--- src/rtl/image_load_glue.sv ---
// image_load_glue: collects NUM_WORDS bus writes into a staging image and
// commits the full image to the accelerator, then waits for i_acc_done.
//
// Ports:
//   i_clk               clock, rising edge
//   i_rst_n             asynchronous active-low reset
//   i_wr_valid          word write strobe, one word per high cycle
//   i_wr_data           word written
//   i_clear             synchronous soft abort/clear
//   i_acc_done          accelerator finished the current image (pulse)
//   o_ready             high while a write can be accepted
//   o_image_data        last committed image, word 0 at the LSBs
//   o_image_valid_pulse one-cycle pulse after a full-image commit
//   o_word_count        words captured in the current image
//   o_err_overrun       sticky: write arrived while not ready
module image_load_glue #(
    parameter int unsigned NUM_WORDS  = 32,
    parameter int unsigned WORD_WIDTH = 32,
    parameter int unsigned CNT_W      = $clog2(NUM_WORDS + 1)
) (
    input  logic                              i_clk,
    input  logic                              i_rst_n,
    input  logic                              i_wr_valid,
    input  logic [WORD_WIDTH-1:0]             i_wr_data,
    input  logic                              i_clear,
    input  logic                              i_acc_done,
    output logic                              o_ready,
    output logic [NUM_WORDS*WORD_WIDTH-1:0]   o_image_data,
    output logic                              o_image_valid_pulse,
    output logic [CNT_W-1:0]                  o_word_count,
    output logic                              o_err_overrun
);

    localparam int unsigned IMG_W = NUM_WORDS * WORD_WIDTH;
    localparam logic [CNT_W-1:0] LAST_IDX = CNT_W'(NUM_WORDS - 1);

    typedef enum logic [1:0] {
        IDLE = 2'd0,
        FILL = 2'd1,
        BUSY = 2'd2
    } state_t;

    state_t             state_q, state_d;
    logic [IMG_W-1:0]   staging_q, staging_d;
    logic [IMG_W-1:0]   image_q, image_d;
    logic [CNT_W-1:0]   count_q, count_d;
    logic               pulse_q, pulse_d;
    logic               err_q, err_d;
    logic               ready_q, ready_d;

    // State and datapath registers
    always_ff @(posedge i_clk or negedge i_rst_n) begin
        if (!i_rst_n) begin
            state_q   <= IDLE;
            staging_q <= '0;
            image_q   <= '0;
            count_q   <= '0;
            pulse_q   <= 1'b0;
            err_q     <= 1'b0;
            ready_q   <= 1'b1;
        end else begin
            state_q   <= state_d;
            staging_q <= staging_d;
            image_q   <= image_d;
            count_q   <= count_d;
            pulse_q   <= pulse_d;
            err_q     <= err_d;
            ready_q   <= ready_d;
        end
    end

    // Next-state, word capture, commit and error logic
    always_comb begin
        state_d   = state_q;
        staging_d = staging_q;
        image_d   = image_q;
        count_d   = count_q;
        pulse_d   = 1'b0;
        err_d     = err_q;

        if (i_clear) begin
            // Clear wins over everything; a concurrent write is silently dropped
            state_d = IDLE;
            count_d = '0;
            err_d   = 1'b0;
        end else begin
            case (state_q)
                IDLE, FILL: begin
                    if (i_wr_valid) begin
                        for (int w = 0; w < int'(NUM_WORDS); w++) begin
                            if (CNT_W'(w) == count_q) begin
                                staging_d[w*WORD_WIDTH +: WORD_WIDTH] = i_wr_data;
                            end
                        end
                        if (count_q == LAST_IDX) begin
                            // Commit includes the word written this cycle
                            image_d = staging_d;
                            pulse_d = 1'b1;
                            count_d = '0;
                            state_d = BUSY;
                        end else begin
                            count_d = count_q + CNT_W'(1);
                            state_d = FILL;
                        end
                    end
                end
                BUSY: begin
                    if (i_wr_valid) begin
                        err_d = 1'b1;
                    end
                    if (i_acc_done) begin
                        state_d = IDLE;
                    end
                end
                default: begin
                    state_d = IDLE;
                end
            endcase
        end

        ready_d = (state_d != BUSY);
    end

    assign o_ready             = ready_q;
    assign o_image_data        = image_q;
    assign o_image_valid_pulse = pulse_q;
    assign o_word_count        = count_q;
    assign o_err_overrun       = err_q;

endmodule
--- config.mk ---
export PLATFORM = sky130hd
export DESIGN_NAME = image_load_glue
export DESIGN_NICKNAME = d
export VERILOG_FILES = /design/src/rtl/image_load_glue.sv
export SDC_FILE = /design/constraint.sdc
export NUM_CORES = 2
export LEC_CHECK = 0
export CAP_MARGIN = 15
export CORE_MARGIN = 3
export CORE_UTILIZATION = 35
export DETAILED_ROUTE_END_ITERATION = 10
export DONT_BUFFER_PORTS = 1
export PLACE_DENSITY = 0.6
export SLEW_MARGIN = 20
export SYNTH_ARGS = -nofsm -noshare
export SYNTH_HDL_FRONTEND = slang
export SYNTH_SLANG_ARGS = --single-unit
--- constraint.sdc ---
create_clock -name i_clk -period 2.5 [get_ports i_clk]
set_input_delay 0.5 -clock i_clk [delete_from_list [all_inputs] [get_ports i_clk]]
set_output_delay 0.5 -clock i_clk [all_outputs]
set_load 0.005 [all_outputs]
* Word level (Yosys, flattened, before mapping)
Cells that the tools add are included.
** Storage, ports and cells
- Logic and storage cells :: 102
- Input port bits :: 37
- Register bits :: 2059
- Output and inout bits :: 1033
** Operators by class
- Bitwise logic cells :: 1
- Eq/ne operators :: 35
- Mux-type cells :: 48
- Add/sub/neg operators :: 1
- Reductions and logical operators :: 10
** Operators by type and width (count)
- $mux W32 :: 32
- $eq A5 B6 Y1 const A :: 16
- $eq A4 B6 Y1 const A :: 8
- $eq A3 B6 Y1 const A :: 4
- $mux W6 :: 4
- $eq A2 B6 Y1 const A :: 2
- $mux W2 :: 4
- $mux W1 :: 7
- $add A6 B1 Y6 const B :: 1
- $eq A1 B6 Y1 const A :: 1
- $eq A6 B5 Y1 const B :: 1
- $logic_not A6 Y1 :: 1
- $reduce_bool A2 Y1 :: 3
- $pmux W2 S2 :: 1
- $reduce_and A2 Y1 :: 2
- $reduce_and A4 Y1 :: 1
- $reduce_and A3 Y1 :: 1
- $eq A2 B1 Y1 const B :: 1
- $eq A2 B2 Y1 const B :: 1
- $logic_not A2 Y1 :: 1
- $ne A2 B2 Y1 const B :: 1
- $reduce_or A2 Y1 :: 1
- $not A1 Y1 :: 1

* Logic depth before layout (Yosys ltp)
- Word-level depth :: 6
- Depth in mapped cells :: 8
- Gate-level depth less buffers :: 5

* Worst setup path after synthesis
Ideal clock, no wire load.
- Path type :: register to register
- From :: reg count_q[0] (netlist: o_word_count[0])
- To :: reg image_q[403] (netlist: o_image_data[403])
- Path slack :: 381 ps
- Arrival time :: 1991 ps
- Stages on the path, launching flop included :: 8
- Required time :: 2373 ps
- Cell sequence :: dfrtp_1 -> ha_1 -> nand4_1 -> nor4b_2 -> buf_4 -> buf_4 -> buf_6 -> mux2_1
** On the way
- Cells in the longest elaborated chain, start to end :: 2
** RTL lines
- from (decl) :: line 46 : logic [CNT_W-1:0] count_q, count_d;
- from (signal assigned) :: line 65 : count_q <= count_d;
- $eq A6 B5 Y1 / $eq A4 B6 Y1 (equally long branches) :: line 95, 91
- $reduce_and A4 Y1 (no source line) / $mux W32 (equally long branches)
- to (signal assigned) :: line 64 : image_q <= image_d;
- to (decl) :: line 45 : logic [IMG_W-1:0] image_q, image_d;
Several ways; a longest one is shown, not always the timed one.
A chain may end at the register's enable or synchronous reset.

* Worst setup path in the final report
- From :: reg count_q[4] (netlist: o_word_count[4])
- To :: out o_word_count[4]
** RTL lines
- to (decl) :: line 30 : output logic [CNT_W-1:0] o_word_count,
No word-level cell between the ends.

==> summary.md <==
* **status** complete, but fails checks
* **violations in the final reports** negative hold slack
* **Top FF cell, synth** dfrtp_1
* **worst setup slack after layout** 0.0771 ns
* **wl on met1** 93,000 µm
* **crit-path max FO** 37
* **area of the die** 0.227 mm²
* **Post-synth ARST share** 100%
* **initial antenna violation count** 17
* **vias in the first global route** 43,300
* **fraction of power consumed by sequential logic** 49.8%
* **Yosys reg bits** 2,027
* **CTS Buf Count** 208
* **clock insertion delay at the later pin of the skew report** 0.87 ns
* **max-slew violation count** 0
* **WP buf/inv** 2
* **clock tree from TritonCTS** built
* **crit share post-route** 96.9%
* **register clock-pin slew on the reported worst setup and hold paths** 0.06 ns
* **Required @ worst endpoint** 2.00 ns
* **Net Switching** 15.1 mW
* **final critical delay including setup and external delays** 2.42 ns
* **footprint of the multi-input gates** 0.0247 mm²
* **Clk network pwr share** 46.6%
* **normalized max-slew margin** 41.2%
* **Routed met3 length** 26,200 µm
* **max-cap violations** 0
* **top layer in use** met4
* **Critical Path Source Type** flop
* **highest-count cells in the layout ignoring fill and taps** dfrtp_1, mux2_2, mux2_1, clkbuf_16, a31oi_1
* **leak pwr** 45.4 nW
* **final HPWL from detailed placement** 144,000 µm
* **area of all placed cells without fillers** 0.0899 mm²
* **Root Buffer** clkbuf_16
* **xor and xnor fraction of the mapped netlist area** 0.0113%
* **share of the synthesized area in the top cell type** 65.5%
* **worst slew pin tran** 0.883 ns
* **Post-Synthesis Cell Area** 0.0774 mm²
* **synthesized net count** 4,901
* **post-synthesis instance total** 4,860
* **library cell appearing most often on the critical path** buf_4
* **buffers from clock root to sink, at most** 3
* **Cell Count Post-Placement** 7,541
* **initial DRC count** 2,988
* **GRT Resource Usage Total** 20.7%
* **largest net degree at the start of global routing** 193
* **share of the yosys chip area belonging to registers** 65.5%
* **Residual DRC** 0
* **Routed wire per std cell** 30.1 µm
* **total iterations of the first detailed-routing run** 5
* **input/output buffers** 0
* **mean cell area of the mapped netlist** 15.9 µm²
* **y dimension of the die** 476 µm
* **biggest cell delay along the critical path** 0.47 ns
* **worst supply voltage drop on vdd** 718 µV
* **count of filler cells inserted in the layout** 19,800
* **starting density of the core** 35.2%
* **overall via count from detail_route** 42,100
* **placer's final routability congestion estimate** 0.762
* **count of distinct cell types in the synthesized netlist** 44
* **maximum level of the CTS H-tree** 4
* **global-route wire length before repair** 340,000 µm
* **Adder-Cell Fraction of Synth Area** 0.0647%
* **die span in x** 476 µm
* **combinational family with the most area after synthesis** multiplexers
* **number of enable flip-flop cells after synthesis** 0
* **number of vias per cell after detailed routing** 5.27
* **number of sinks driven by the clock tree** 2,027
* **critical path class** flop to output pin
* **Cell Count, Final, Fillers Out** 7,988
* **simple-gate share of the synthesized area** 1.28%
* **internal power contribution** 52.8 mW
* **Register Area** 0.0507 mm²
* **critical path capture point type** output pin
* **most common cell after layout, fill and taps aside** dfrtp_1
* **worst-case setup slack after placement** -2.07 ns
* **number of nets in the final layout** 4,894
* **critical path's slowest cell** buf_4
* **worst min-delay path class** input pin to async pin
* **Pwr Density** 756 mW/mm²
* **growth of design area from synthesis to finish** 16.2%
* **overflow left after global routing** 0
* **fraction of power spent switching nets** 22.2%
* **Setup Viol. Count Final** 0
* **mux share of post-synthesis cell area** 28.1%
* **Ys Warns** 0
* **cell type with the largest total area after synthesis** dfrtp_1
* **area of placed instances** 0.0813 mm²
* **DR WL met2** 114,000 µm
* **ANT nets after route** 0
* **final wirelength** 241,000 µm
* **top area cells in the synthesized netlist** dfrtp_1, mux2_2, mux2_1
* **critical path's top delay family** buffers and inverters
* **share of cells above drive strength 1** 37.4%
* **CP cell instances** buf_4 > buf_4
* **Hold Vio Cnt, Final** 359
* **Core Box Area** 0.220 mm²
* **number of rows in the core area** 172
* **arrival time of data at the critical path endpoint** 1.92 ns
* **Power Total** 68.0 mW
* **part of the power in combinational logic** 3.6%
* **ports placed on the boundary** 1,070
* **Hold Worst Slack** -0.632 ns
* **setup repair after global routing missed its margin** no
* **worst clock skew** 0.0455 ns
* **compound-cell area share of the yosys netlist** 2.26%
* **highest clock rate** 0.413 GHz
-- Yosys cell counts (4+ instances only) --
cell / n
buf_1: 61
nand4_1: 38
a31oi_1: 195
nor2_1: 5
nor2b_1: 6
dfrtp_1: 2026
nand2_1: 14
mux2_1: 616
buf_6: 15
buf_4: 64
mux2_4: 30
mux2_2: 1275
nand3_1: 80
inv_1: 5
o21ai_0: 96
clkbuf_1: 168
buf_2: 123
ha_1: 4
-- layer usage --
metal | up-vias | track usage [%]
met1 | 23000 | 24.9
li1 | 17300 | -
met5 | - | 0
met3 | 334 | 8.97
met2 | 1513 | 33.2
met4 | 0 | 6.79
-- kinds of logic after synthesis --
logic type | after synthesis
XOR/XNOR | 1
adder cells (fa/ha/maj) | 4
multiplexers | 1921
buffers and inverters | 436
AO/OA/AOI/OAI | 298
flip-flops | 2027
AND/OR/NAND/NOR | 173
-- state kept, by name, indices dropped and copies added (netlist names) --
register	flops
o_image_data	1024
o_image_valid_pulse	1
staging_q	992
o_err_overrun	1
state_q	2
o_word_count	6
o_ready	1
-- worst register-to-register path: stages (launching register included) --
cell	delay, ns
dfrtp_1	0.39
ha_2	0.21
nand4_1	0.14
nor4b_4	0.29
buf_6	0.17
buf_16	0.20
buf_16	0.24
buf_16	0.25
mux2_1	0.36
-- per-stage QoR --
step / setup TNS [ns] / util, %
global route: 0 / 40.9
CTS: 0 / 40.7
finish: 0 / 40.9
global placement: -1085.59 / 37.0
floorplan: 0 / -
detailed placement: -1238.41 / 37.0
-- power groups by stage --
stage | combinational (mW) | clock, mW | sequential (mW)
after global placement | 1.49 | 0 | 34.4
after floorplan | 0.947 | 0 | 34.3
after detailed placement | 1.54 | 0 | 34.4
final | 2.43 | 31.7 | 33.8
after global routing | 2.67 | 33.8 | 33.9
after CTS | 2.50 | 32.5 | 33.8
-- repair_timing --
action                                  4_1_cts  5_1_grt
cloned                                        7        7
gates resized for setup                       0       22
endpoints found under the hold margin      1605      475
pin swaps                                     1        1
hold buffers                                 36        7
setup buffers                                 1        2
endpoints found under the setup margin      636      301
-- worst paths after layout --
| check | from | end | slack [ns] | cells after the start |
|---|---|---|---|---|
| max reg2reg | o_word_count[1] | o_image_data[803] | 0.11 | 8 |
| max in group asynchronous | i_rst_n | staging_q[858] | 0.21 | 6 |
| min | i_rst_n | staging_q[203] | -0.63 | 0 |
| min reg2reg | staging_q[735] | o_image_data[735] | 0.46 | 1 |
| min in group i_clk | i_wr_data[27] | staging_q[379] | 0.07 | 2 |
| max | o_word_count[4] | o_word_count[4] | 0.08 | 2 |
-- final cells by class --
type / count / area share, %
inverters: 5 / 0.0209
repair buffers: 214 / 4.15
clock inverters: 76 / 1.14
flip-flops and latches: 2027 / 56.4
clock buffers: 301 / 6.69
diodes: 10 / 0.0278
multi-input cells: 2397 / 27.5
well taps: 2958 / 4.11
No activity file was read; power rests on OpenSTA's default activity.
